[config.mk]
export PLATFORM = sky130hd
export DESIGN_NAME = garip_sifre_cozucu
export DESIGN_NICKNAME = d
export VERILOG_FILES = /design/src/rtl/garip_sifre_cozucu.sv
export SDC_FILE = /design/constraint.sdc
export NUM_CORES = 1
export LEC_CHECK = 0
export CAP_MARGIN = 25
export CORE_MARGIN = 5
export CORE_UTILIZATION = 26
export DETAILED_ROUTE_END_ITERATION = 16
export PLACE_DENSITY_LB_ADDON = 0.1
export SETUP_SLACK_MARGIN = 0.15
export SLEW_MARGIN = 20
export SYNTH_ARGS = -nofsm -noshare
export SYNTH_HDL_FRONTEND = slang
export SYNTH_SLANG_ARGS = --single-unit
[constraint.sdc]
create_clock -name saat -period 3.8 [get_ports saat]
set_input_delay 0.76 -clock saat [delete_from_list [all_inputs] [get_ports saat]]
set_output_delay 0.76 -clock saat [all_outputs]
set_load 0.01 [all_outputs]
[src/rtl/garip_sifre_cozucu.sv]
// rtl/garip_sifre_cozucu.sv - serial cipher word receiver and decoder (invert / XOR key / rotate)

module garip_sifre_cozucu #(
  parameter int BIT = 4
) (
  input  logic           saat,
  input  logic           reset,
  input  logic           bit_girisi,
  input  logic           gecerli_giris,
  input  logic           mod,
  input  logic [2:0]     secim,
  output logic [BIT-1:0] veri,
  output logic           hazir,
  output logic           hata,
  output logic           mesgul
);

  // Counter must hold 0..BIT-1; one spare bit keeps the compare simple for any BIT.
  localparam int CW = $clog2(BIT + 1);

  typedef enum logic [1:0] {
    BOSTA = 2'd0,
    ALIM  = 2'd1,
    COZ   = 2'd2
  } durum_t;

  // Key has a 1 in every odd bit position (BIT=4 gives 4'b1010).
  function automatic logic [BIT-1:0] tek_anahtar();
    logic [BIT-1:0] k;
    for (int i = 0; i < BIT; i++) begin
      k[i] = ((i % 2) == 1);
    end
    return k;
  endfunction

  localparam logic [BIT-1:0] ANAHTAR = tek_anahtar();

  durum_t         durum_q, durum_d;
  logic [CW-1:0]  sayac_q, sayac_d;
  logic [BIT-1:0] kaydirma_q, kaydirma_d;
  logic           mod_q, mod_d;
  logic [2:0]     secim_q, secim_d;
  logic [BIT-1:0] veri_q, veri_d;
  logic           hazir_q, hazir_d;
  logic           hata_q, hata_d;

  logic [BIT-1:0] donmesiz;
  logic [BIT-1:0] anahtarsiz;
  logic [BIT-1:0] cozulen;

  // Decoder undoes the encoder steps in reverse order using the latched frame settings.
  always_comb begin
    donmesiz = kaydirma_q;
    if (secim_q[2]) begin
      // Encoder rotated left when mod=1, so undo with a right rotate (and vice versa).
      if (mod_q) begin
        donmesiz = {kaydirma_q[0], kaydirma_q[BIT-1:1]};
      end else begin
        donmesiz = {kaydirma_q[BIT-2:0], kaydirma_q[BIT-1]};
      end
    end
    anahtarsiz = secim_q[1] ? (donmesiz ^ ANAHTAR) : donmesiz;
    cozulen    = secim_q[0] ? ~anahtarsiz : anahtarsiz;
  end

  // Frame FSM: collect BIT serial bits, decode once, pulse hazir or hata.
  always_comb begin
    durum_d    = durum_q;
    sayac_d    = sayac_q;
    kaydirma_d = kaydirma_q;
    mod_d      = mod_q;
    secim_d    = secim_q;
    veri_d     = veri_q;
    hazir_d    = 1'b0;
    hata_d     = 1'b0;

    case (durum_q)
      BOSTA: begin
        if (gecerli_giris) begin
          // Bits arrive LSB first and are shifted in from the top, so the first bit
          // lands in position 0 after the remaining BIT-1 shifts.
          kaydirma_d = {bit_girisi, {(BIT-1){1'b0}}};
          sayac_d    = CW'(1);
          mod_d      = mod;
          secim_d    = secim;
          durum_d    = ALIM;
        end
      end

      ALIM: begin
        if (gecerli_giris) begin
          kaydirma_d = {bit_girisi, kaydirma_q[BIT-1:1]};
          sayac_d    = sayac_q + CW'(1);
          if (sayac_q == CW'(BIT - 1)) begin
            durum_d = COZ;
          end
        end else begin
          // A gap inside a frame aborts it; veri keeps the last good word.
          hata_d     = 1'b1;
          sayac_d    = '0;
          kaydirma_d = '0;
          durum_d    = BOSTA;
        end
      end

      COZ: begin
        veri_d  = cozulen;
        hazir_d = 1'b1;
        sayac_d = '0;
        durum_d = BOSTA;
      end

      default: begin
        sayac_d    = '0;
        kaydirma_d = '0;
        durum_d    = BOSTA;
      end
    endcase
  end

  // State and output registers with asynchronous active-low clear.
  always_ff @(posedge saat or negedge reset) begin
    if (!reset) begin
      durum_q    <= BOSTA;
      sayac_q    <= '0;
      kaydirma_q <= '0;
      mod_q      <= 1'b0;
      secim_q    <= 3'b000;
      veri_q     <= '0;
      hazir_q    <= 1'b0;
      hata_q     <= 1'b0;
    end else begin
      durum_q    <= durum_d;
      sayac_q    <= sayac_d;
      kaydirma_q <= kaydirma_d;
      mod_q      <= mod_d;
      secim_q    <= secim_d;
      veri_q     <= veri_d;
      hazir_q    <= hazir_d;
      hata_q     <= hata_d;
    end
  end

  assign veri   = veri_q;
  assign hazir  = hazir_q;
  assign hata   = hata_q;
  assign mesgul = (durum_q != BOSTA);

endmodule

-- Yosys cells after proc, flatten, opt, wreduce, memory -nomap -nowiden
Cells that the tools add are included.
- add/subtract/negate cells: 1
- eq/ne operators: 5
- multiplexer cells: 17
- bitwise operators: 3
- reduce and logical (&&, ||, !) cells: 5
- operator list (cell ; count):
    $mux 4 ; 6
    $pmux 4 s3 ; 1
    $mux 2 ; 3
    $mux 3 ; 2
    $pmux 3 s2 ; 1
    $reduce_and 2->1 ; 3
    $not 4->4 ; 1
    $pmux 2 s2 ; 1
    $add 3x1->3 const B ; 1
    $eq 3x2->1 const B ; 1
    $mux 1 ; 3
    $ne 3x3->1 const B ; 1
    $eq 2x1->1 const B ; 1
    $eq 2x2->1 const B ; 1
    $logic_not 2->1 ; 1
    $ne 2x2->1 const B ; 1
    $not 2->2 ; 1
    $reduce_bool 2->1 ; 1
    $not 1->1 ; 1
- flip-flop bits (word level): 19
- input bits: 8
- output and inout port bits: 7
- word-level logic and storage cells: 39

-- Longest topological paths before layout
- depth after elaboration: 6
- gate-level depth with buffers: 5
- mapped depth without buffers: 4

-- Least setup slack after synthesis
Ideal clock, no wire load.
- kind: reg-to-output
- start point: register durum_q[0]
- end point: output port mesgul
- arrival: 0.897 ns
- setup slack: 2.143 ns
- cell stages (with the launch flop): 3
- path buffers: 1
- path through: dfrtp_1 > clkbuf_1 > or2_2
- cells in the longest elaborated chain, start to end: 1
- RTL lines (item ; RTL line ; source):
    from (decl) ; 38 ; durum_t durum_q, durum_d;
    from (signal assigned) ; 133 ; durum_q <= durum_d;
    $reduce_bool 2->1 ; 147 ; assign mesgul = (durum_q != BOSTA);
    to (decl) ; 15 ; output logic mesgul
Every way passes these cells.

-- Final worst setup path
Ends and elaborated chain as after synthesis.

==> results by group <==
Outcome
  – Status: completed

Yosys
  – Mapped Area: 948 um2
  – Syn_area_per_cell: 10.4 um2
  – Top post-synthesis cells by count: dfrtp_1 (19), nor2_1 (8), nand3_1 (6)
  – Most frequent cell after synthesis: dfrtp_1
  – Post-Syn Nets: 101
  – Cells after Synth: 91
  – Post-synthesis cell type count: 30
  – Top-area cell type share of the netlist area: 50.1%
  – Synth top area cells: dfrtp_1 (50%), mux2i_1 (5.3%), mux2_2 (4.7%)
  – Post-synth EDFFs: 0
  – Register area share after synthesis: 50.1%
  – FF+latch count, synth: 19
  – Async SR Flop Fraction: 100%
  – Synth warnings: 0
  – Yosys top cell by area: dfrtp_1
  – Ys flop type: dfrtp_1

Placement
  – IO buf count: 14
  – Post-place setup slack: 1.44 ns
  – Post-DP HPWL: 1360 um
  – Final Wtd Congestion: 0.715

STA
  – Clock Skew: 0.00159 ns
  – RSZ-0062 raised after global routing: no
  – Slew Limit Headroom: 70.6%
  – Max Fclk: 0.426 GHz
  – Minimum clock period: 2.35 ns
  – Post-route worst setup slack: 1.45 ns
  – Final hold viol count: 0
  – Worst-margin pin slew: 0.440 ns
  – Setup TNS Final: 0 ns
  – Period utilization: 61.8%
  – Fin. max-slew vios: 0
  – Final setup viols: 0

Detailed routing
  – DR pass1 iterations: 3
  – Routed via count: 679
  – Final ANT Viol Nets: 0
  – Avg WL per Cell: 11.8 um
  – DRT iter0 DRCs: 13
  – Via/cell ratio: 4.44
  – Final WL: 1800 um
  – # DRC: 0

Pwr
  – Power, Total: 0.000549 W
  – Flop pwr share: 49.7%
  – Power per cell area: 463 nW/um2
  – Share of total power in the clock network: 24.6%
  – Switching share of total power: 28.1%
  – Leak: 0.500 nW
  – Logic pwr share: 25.8%
  – Int Pwr: 0.000394 W
  – Peak VDD IR: 0.107 mV
  – Psw: 0.000154 W

GRT
  – M1 GR Usage: 9.65%
  – Initial antenna violation count: 0
  – GR Layer Usage met2: 12.5%
  – Vias in the first global route: 701
  – Grt ovf: 0
  – Largest net degree at the start of global routing: 20
  – First-pass GRT wire length: 3130 um
  – Met3 usage: 2.88%
  – GRT Max-Usage Layer: met2
  – Gr usage total: 7.98%

Layout
  – Share of cells above drive strength 1: 11.4%
  – P&R area growth vs syn: 24.9%
  – Layout filler cell count: 381
  – Antenna Cells: 0
  – Net count, final: 116

Floorplan
  – Die width: 70.4 um
  – Core area: 3610 um2
  – Chip Height: 70.4 um
  – Starting Density: 26.3%
  – Top Ports: 15
  – Die Area: 4960 um2
  – # rows: 22

Clock network
  – Clock Latency Late Sink: 0.25 ns
  – # H-tree levels: 1
  – CTS Buffer Depth: 2
  – Clock transition at path regs: 0.07 ns
  – Clk sinks: 19
  – Clock root cell: clkbuf_8
  – Post CTS Setup Buffer Count: 0
  – Post-CTS sizing: 0
  – Hold buffer count at CTS: 0
  – TritonCTS clock tree: yes
  – Total CTS buffers: 3

Critical path
  – Crit path required time: 3.04 ns
  – CP Capture Type: output port
  – Slowest CP cell: dfrtp_1
  – Critical path, cell by cell: or2_2 -> clkdlybuf4s50_1
  – Worst Setup Path Type: reg -> out
  – Crit path max fanout: 14
  – Crit path DAT: 1.59 ns
  – Crit path launch type: flop
  – Cell family with most CP delay: flip-flops
  – Worst stage delay on the critical path: 0.53 ns
  – Worst path buffer plus inverter count: 1

Job
  – Max Cap Violations: 0

Worst hold path
  – Hold WC Path Type: reg -> reg
[cell type report]
| cell class | count | area, um2 | area share (%) |
|---|---|---|---|
| timing repair buffer | 15 | 155 | 13.1 |
| multi-input combinational | 62 | 430 | 36.3 |
| clock buffer | 4 | 45.0 | 3.80 |
| tap | 48 | 60.1 | 5.07 |
| inverter | 5 | 18.8 | 1.58 |
| sequential | 19 | 475 | 40.1 |
[metrics by stage]
step | std cells | util (%) | area, um2 | hold WS [ns]
floorplan | 91 | - | 948 | 0.464
global placement | 148 | 31.2 | 1120 | 0.519
detailed placement | 148 | 31.2 | 1120 | 0.519
CTS | 152 | 32.4 | 1170 | 0.529
global route | 153 | 32.9 | 1180 | 0.556
finish | 153 | 32.9 | 1180 | 0.526
[layer usage]
| metal | vias to the layer above | routed length, um |
|---|---|---|
| met5 | - | 0 |
| met4 | 0 | 14 |
| met3 | 2 | 81 |
| met2 | 8 | 844 |
| met1 | 318 | 862 |
| li1 | 351 | - |
[final timing paths]
check / endpoint / startpoint / depth (start not counted) / slack, ns
worst max-delay path: mesgul / durum_q[0] / 2 / 1.45
worst min-delay path: sayac_q[2] / sayac_q[2] / 2 / 0.53
worst max register to register: veri[3] / durum_q[0] / 3 / 2.25
worst min register to register: sayac_q[2] / sayac_q[2] / 2 / 0.53
max in group asynchronous: kaydirma_q[2] / reset / 2 / 2.57
min in group asynchronous: veri[3] / reset / 1 / 0.81
[worst min-delay path, stage by stage (launching register included)]
cell and delay, ns:
dfrtp_1 0.38, nand2_1 0.06, a21oi_1 0.05
[power by group through the flow]
stage          Clock [W]  Sequential (W)  Combinational, W
6_report        0.000135        0.000273          0.000141
5_1_grt         0.000150        0.000279          0.000156
4_1_cts         0.000143        0.000274          0.000142
3_5_place_dp           0        0.000278          0.000142
3_3_place_gp           0        0.000277          0.000142
2_1_floorplan          0        0.000271         0.0000819
[cells by family (layout without fill, tap and decap cells)]
| group | Yosys count | after routing | share of synthesized area (%) |
|---|---|---|---|
| compound gates | 17 | 17 | 12.3 |
| xor+xnor | 1 | 1 | 1.72 |
| fa+ha+maj | 2 | 2 | 2.64 |
| buf+inv | 10 | 24 | 4.48 |
| flops | 19 | 19 | 50.1 |
| mux | 9 | 9 | 10.0 |
| simple gates | 33 | 33 | 18.7 |
[registers in the layout, indices dropped and copies added (netlist names)]
| register | flops |
|---|---|
| veri | 4 |
| durum_q | 2 |
| kaydirma_q | 4 |
| secim_q | 3 |
| mod_q | 1 |
| sayac_q | 3 |
| hazir | 1 |
| hata | 1 |
[cells in the final DEF, fill, tap and decap left out, types with 4 or more instances in the layout]
cell type,n
clkdlybuf4s50_1,14
mux2i_1,5
nand2_1,5
nand2b_1,4
nor2_1,8
inv_1,4
o21ai_0,4
mux2_2,4
dfrtp_1,19
nand3_1,6
Note: power is estimated with default switching activity, not from simulation.
